==> config.mk <==
export PLATFORM = sky130hd
export DESIGN_NAME = valid_tag_pipeline
export DESIGN_NICKNAME = d
export VERILOG_FILES = /design/src/rtl/valid_tag_pipeline.sv
export SDC_FILE = /design/constraint.sdc
export NUM_CORES = 1
export LEC_CHECK = 0
export ABC_AREA = 1
export CAP_MARGIN = 20
export CORE_ASPECT_RATIO = 1.1
export CORE_MARGIN = 4
export CORE_UTILIZATION = 45
export CTS_CLUSTER_SIZE = 14
export DETAILED_ROUTE_END_ITERATION = 6
export GPL_ROUTABILITY_DRIVEN = 0
export PLACE_DENSITY = 0.68
export SLEW_MARGIN = 20
export SYNTH_ARGS = -nofsm -noshare
export SYNTH_HDL_FRONTEND = slang
export SYNTH_SLANG_ARGS = --single-unit
==> constraint.sdc <==
create_clock -name clk -period 7.5 [get_ports clk]
set_clock_uncertainty 0.15 [all_clocks]
set_input_delay 1.5 -clock clk [delete_from_list [all_inputs] [get_ports clk]]
set_output_delay 1.5 -clock clk [all_outputs]
set_load 0.05 [all_outputs]
==> src/rtl/valid_tag_pipeline.sv <==
// Purpose: valid/tag shadow pipeline for a DEPTH-stage datapath, with bubble collapse, flush and occupancy.
// Latency: DEPTH cycles from presentation to out_valid when unstalled; one token per cycle.
// Backpressure: out_ready ripples back through a combinational ready chain; STALL_EN=0 ignores it.
module valid_tag_pipeline #(
  parameter int DEPTH    = 19,
  parameter int TAG_W    = 8,
  parameter int STALL_EN = 1,
  localparam int OCC_W   = $clog2(DEPTH + 1)
) (
  input  logic             clk,
  input  logic             rst,
  input  logic             flush,
  input  logic             in_valid,
  input  logic [TAG_W-1:0] in_tag,
  output logic             in_ready,
  output logic             out_valid,
  output logic [TAG_W-1:0] out_tag,
  input  logic             out_ready,
  output logic [DEPTH-1:0] stage_adv,
  output logic [OCC_W-1:0] occupancy,
  output logic             full,
  output logic             empty
);

  // With backpressure disabled the last stage always drains, ready or not.
  localparam logic FREE_RUN = (STALL_EN == 0);

  logic [DEPTH-1:0] v;
  logic [TAG_W-1:0] tag [DEPTH];
  logic [DEPTH-1:0] rdy;
  logic [DEPTH-1:0] v_src;
  logic [TAG_W-1:0] tag_src [DEPTH];
  logic             chain;
  logic             acc_in;
  logic             acc_out;
  logic [OCC_W-1:0] occ;

  // Ready chain: a stage can move if it is empty or everything in front of it can move.
  // Built with a running variable so the chain is a simple OR-accumulate from the tail.
  always_comb begin
    rdy   = '1;
    chain = 1'b1;
    if (!FREE_RUN) begin
      chain = out_ready;
      for (int k = DEPTH - 1; k >= 0; k--) begin
        chain  = chain | ~v[k];
        rdy[k] = chain;
      end
    end
  end

  // Source of each stage: stage 0 loads the input, others load their predecessor.
  always_comb begin
    v_src[0]   = in_valid;
    tag_src[0] = in_tag;
    for (int k = 1; k < DEPTH; k++) begin
      v_src[k]   = v[k-1];
      tag_src[k] = tag[k-1];
    end
  end

  assign stage_adv = rdy & {DEPTH{~flush}};
  assign in_ready  = rdy[0] & ~flush;
  assign out_valid = v[DEPTH-1];
  assign out_tag   = tag[DEPTH-1];

  // A token is counted in on acceptance and out when the last stage drains (never during flush).
  assign acc_in  = in_valid & in_ready;
  assign acc_out = v[DEPTH-1] & (out_ready | FREE_RUN) & ~flush;

  // Valid bits: flush clears every stage; otherwise each enabled stage takes its source.
  always_ff @(posedge clk) begin
    if (rst || flush) begin
      v <= '0;
    end else begin
      for (int k = 0; k < DEPTH; k++) begin
        if (stage_adv[k]) v[k] <= v_src[k];
      end
    end
  end

  // Tags move only with a valid token; bubbles leave the old tag behind as a don't-care.
  always_ff @(posedge clk) begin
    if (rst) begin
      for (int k = 0; k < DEPTH; k++) tag[k] <= '0;
    end else begin
      for (int k = 0; k < DEPTH; k++) begin
        if (stage_adv[k] && v_src[k]) tag[k] <= tag_src[k];
      end
    end
  end

  // Occupancy: accept and retire in the same cycle cancel; full blocks accept unless a retire frees a slot.
  always_ff @(posedge clk) begin
    if (rst || flush) begin
      occ <= '0;
    end else begin
      occ <= occ + OCC_W'(acc_in) - OCC_W'(acc_out);
    end
  end

  assign occupancy = occ;
  assign full      = (occ == OCC_W'(DEPTH));
  assign empty     = (occ == '0);

endmodule

**Word-level counts from Yosys, hierarchy flattened**

Memory sizes are Yosys's and may differ from the RTL's.
Index checks and enable logic that the tools add are counted.

- Register bits: 24
- RAM bits: 152
- Input port bits: 13
- Output and inout bits: 36
- Word-level logic and storage cells: 186
- Memories kept: 1

- Add/sub/neg operators: 2
- Equal/unequal tests: 1
- Mux-type cells: 78
- Bitwise logic cells: 63
- Reduce and logical (&&, ||, !) cells: 21

Memories:

| name | words | width | read ports | clocked after Yosys merged registers in | write ports | RTL line | text |
|---|---|---|---|---|---|---|---|
| tag | 19 | 8 | 19 | 0 | 19 | 29 | `logic [TAG_W-1:0] tag [DEPTH];` |

Operators by type and width:

| cell | number |
|---|---|
| 8-bit 2-to-1 mux | 19 |
| 1-bit 2-to-1 mux | 59 |
| 1-bit bitwise OR | 38 |
| 1-bit inverter | 20 |
| 19-bit bitwise AND | 1 |
| 1-bit logical AND | 19 |
| 5-bit by 1-bit adder with 5-bit output | 1 |
| 5-bit == test (second input constant) | 1 |
| 5-bit logical NOT | 1 |
| 5-bit by 1-bit subtractor with 5-bit output | 1 |
| 1-bit bitwise AND | 4 |
| 1-bit logical OR | 1 |

**Longest topological paths before layout**

- Depth after elaboration: 26
- Depth in mapped cells: 22
- Gate-level depth less buffers: 22

**Worst setup path after synthesis**

Ideal clock, no wire load.

- Path kind: input to output
- From: input port out_ready
- To: output port stage_adv[0]
- Data arrival time: 3.748 ns
- Data required time: 5.850 ns
- Path slack: 2.102 ns
- Stages on the path: 13
- Buffers on the path: 1
- Path through: inv_1 nand4_2 nor2_4 nand4_2 nor2_4 nand4_2 nor2_4 nand4_2 nor2_4 nand3_2 nand2_2 o21ai_0 buf_4

- Word-level cells in the longest chain between the ends: 20

Ends and longest elaborated chain:

| item | RTL line | text |
|---|---|---|
| from (decl) | 18 | `input logic out_ready,` |
| 1-bit bitwise OR (19 in series) | 46 | `chain = chain \| ~v[k];` |
| 19-bit bitwise AND | 62 | `assign stage_adv = rdy & {DEPTH{~flush}};` |
| to (decl) | 19 | `output logic [DEPTH-1:0] stage_adv,` |

No other way between the ends.

**Final worst setup path**

Ends and elaborated chain as after synthesis.

==> qor.txt <==
status: completed
via count: 4352
Comb pwr share: 5.1%
Cell variety after synth: 25
Initial Util: 46.0%
Setup crit end kind: primary output
post-synthesis register bit count: 176
Setup Buffers After CTS: 0
WP buf/inv: 3
setup TNS: 0 ps
critical path startpoint category: primary input
Syn Inst Count: 682
DP Wirelength: 8.44 mm
Crit Path Category: primary input to primary output
# clock sinks: 176
syn_nets: 702
largest cells by area after synthesis: edfxtp_1 63%, inv_1 9.5%, nor2_1 8.8%
placed insts: 922
Initial DRC Count: 237
H-tree depth: 4
Critical Path Max Stage Delay: 730 ps
Synth async-reset ratio: 0%
DIE WIDTH: 129 µm
Worst path slowest cell: clkdlybuf4s50_1
Top Ports: 49
share of layout cells above drive strength 1: 6.10%
PortBufs: 48
VDD IR max: 0.153 mV
Setup-failing EPs final: 0
top cell type's share of synthesized area: 63.4%
post_cts resized: 0
Core Util, Final: 54.4%
area of the core: 15700 µm²
DP Worst Slack: 1520 ps
Net Sw Power: 454 µW
hold_ws: 319 ps
CP required: 5850 ps
CTS max path bufs: 2
total track usage: 14.1%
hold buffers post-CTS: 0
crit path DAT: 4290 ps
global-route wire length before repair: 20.0 mm
slew at the pin closest to its max-slew limit: 887 ps
initial antenna violation count: 0
fin cells: 954
CTS root buffer: clkbuf_16
highest clock rate: 168 MHz
Ant. Diodes: 0
Hold Path Class: flip-flop to flip-flop
die area: 18100 µm²
post-route cell area: 8520 µm²
Core Rows: 48
fin crit share: 79.2%
vias in the first global route: 4384
cell family with most CP delay: simple AND/OR/NAND/NOR gates
Syn Area/Cell: 10.6 µm²
worst rel slew slack: 40.7%
post-layout worst setup margin: 1560 ps
First-pass DRT Iterations: 4
dominant cell type by area after synthesis: edfxtp_1
power share of the clock group: 42.9%
Die Y: 141 µm
PD cells: 249 nW/µm²
area grow syn2layout: 18.3%
post-layout min period: 5940 ps
CP max FO: 5
grt ovf: 0
Warnings, synthesis: 0
Max-Cap Viols: 0
Post-Syn Area: 7200 µm²
most common cell after layout, fill and taps aside: inv_1
flop2flop setup slack: 3840 ps
vias per cell: 4.56
clk slew on worst S/H paths: 60 ps
worst skew pair latency: 420 ps
Internal Power: 1.66 mW
Num CTS Buffers: 17
number of synthesized flops with an enable pin: 152
final hold viol count: 0
crit-path cells: clkdlybuf4s50_1 -> inv_1 -> nand4_2 -> nor2_4 -> nand4_2 -> nor2_4 -> nand4_2 -> nor2_4 -> nand4_2 -> nor2_4 -> nand3_2 -> nand2_2 -> o21ai_0 -> clkdlybuf4s50_1
CTS tree: built
Lkg Pwr: 3.48 nW
Switching Fraction: 21.4%
DRC: 0
most frequent cells in the layout: 183 x inv_1, 168 x nor2_1, 152 x edfxtp_1, 73 x nand2_1, 48 x clkdlybuf4s50_1
largest net degree at the start of global routing: 39
Routed WL: 11.8 mm
register area share after synthesis: 70.0%
antenna violation net count after detailed routing: 0
Nets: 761
Post-DP Area: 7910 µm²
Flop pwr share: 52.0%
setup repair after global routing missed its margin: false
Overall Power: 2.12 mW
Synth Flop Type: edfxtp_1
WL/cell: 12.3 µm
final slew viol count: 0
-- worst reg2reg max path, stage by stage, from the launching register on --
cell and delay [ps]:
dfxtp_1 430, nand4_2 170, nor2_4 160, nand4_2 140
nor2_4 150, nand4_2 120, nor2_4 160, nand4_2 130
nor2_4 170, nand4_1 140, nand3_1 170, ha_1 260
inv_1 60, ha_1 160, inv_1 60, fa_1 400
inv_1 70, nand2_1 50, a21oi_1 130, nor2_1 70
nor2_1 110, nor3b_1 60
-- flip-flops by register name (all words and copies together), names as in the netlist --
register	flops
v	19
occupancy	5
tag	152
-- cells by family (layout without fill, tap and decap cells) --
group	after synthesis	after routing	share of synthesized area, %
compound gates	28	28	1.96
buf+inv	194	266	10.2
xor+xnor	2	2	0.243
fa+ha+maj	7	7	1.32
simple gates	275	275	16.3
flops	176	176	70.0
-- path summary, 6_finish.rpt --
path | start | end | cells past startpoint
setup / recovery | out_ready | stage_adv[0] | 14
hold / removal | v[3]$_SDFFE_PP0P_ | v[3]$_SDFFE_PP0P_ | 2
setup reg to reg | v[18]$_SDFFE_PP0P_ | occupancy[4]$_SDFF_PP0_ | 21
hold reg to reg | v[3]$_SDFFE_PP0P_ | v[3]$_SDFFE_PP0P_ | 2
-- per-layer routing --
metal	wire, µm	global-route usage, %	up-vias
met1	4870	16.6	2048
met5	0	0	-
met4	190	4.98	0
met2	6260	24.6	63
li1	-	-	2224
met3	463	4.09	17
-- final cells by class --
type / count / area (µm²)
Tap cell: 200 / 250
Fill cell: 1324 / 7150
Timing Repair Buffer: 50 / 495
Inverter: 184 / 691
Multi-Input combinational cell: 312 / 1430
Sequential cell: 176 / 5040
Clock inverter: 12 / 159
Clock buffer: 20 / 457
-- Yosys cell counts, drive strengths merged (2+ instances only) --
cell type	instances
nor3b	2
o21ai	4
nand4	6
nand3	19
buf	2
dfxtp	24
nand2	74
inv	184
a21oi	23
xor2	2
nor2	172
ha	6
clkbuf	8
edfxtp	152
-- power by group through the flow --
stage               Sequential (mW)  Combinational [mW]  Clock [mW]
floorplan                      1.13              0.0632           0
global placement               1.12               0.106           0
detailed placement             1.12               0.109           0
CTS                            1.10               0.109       0.924
global route                   1.10               0.118       0.969
finish                         1.10               0.108       0.909
(Power assumes the default switching activity.)
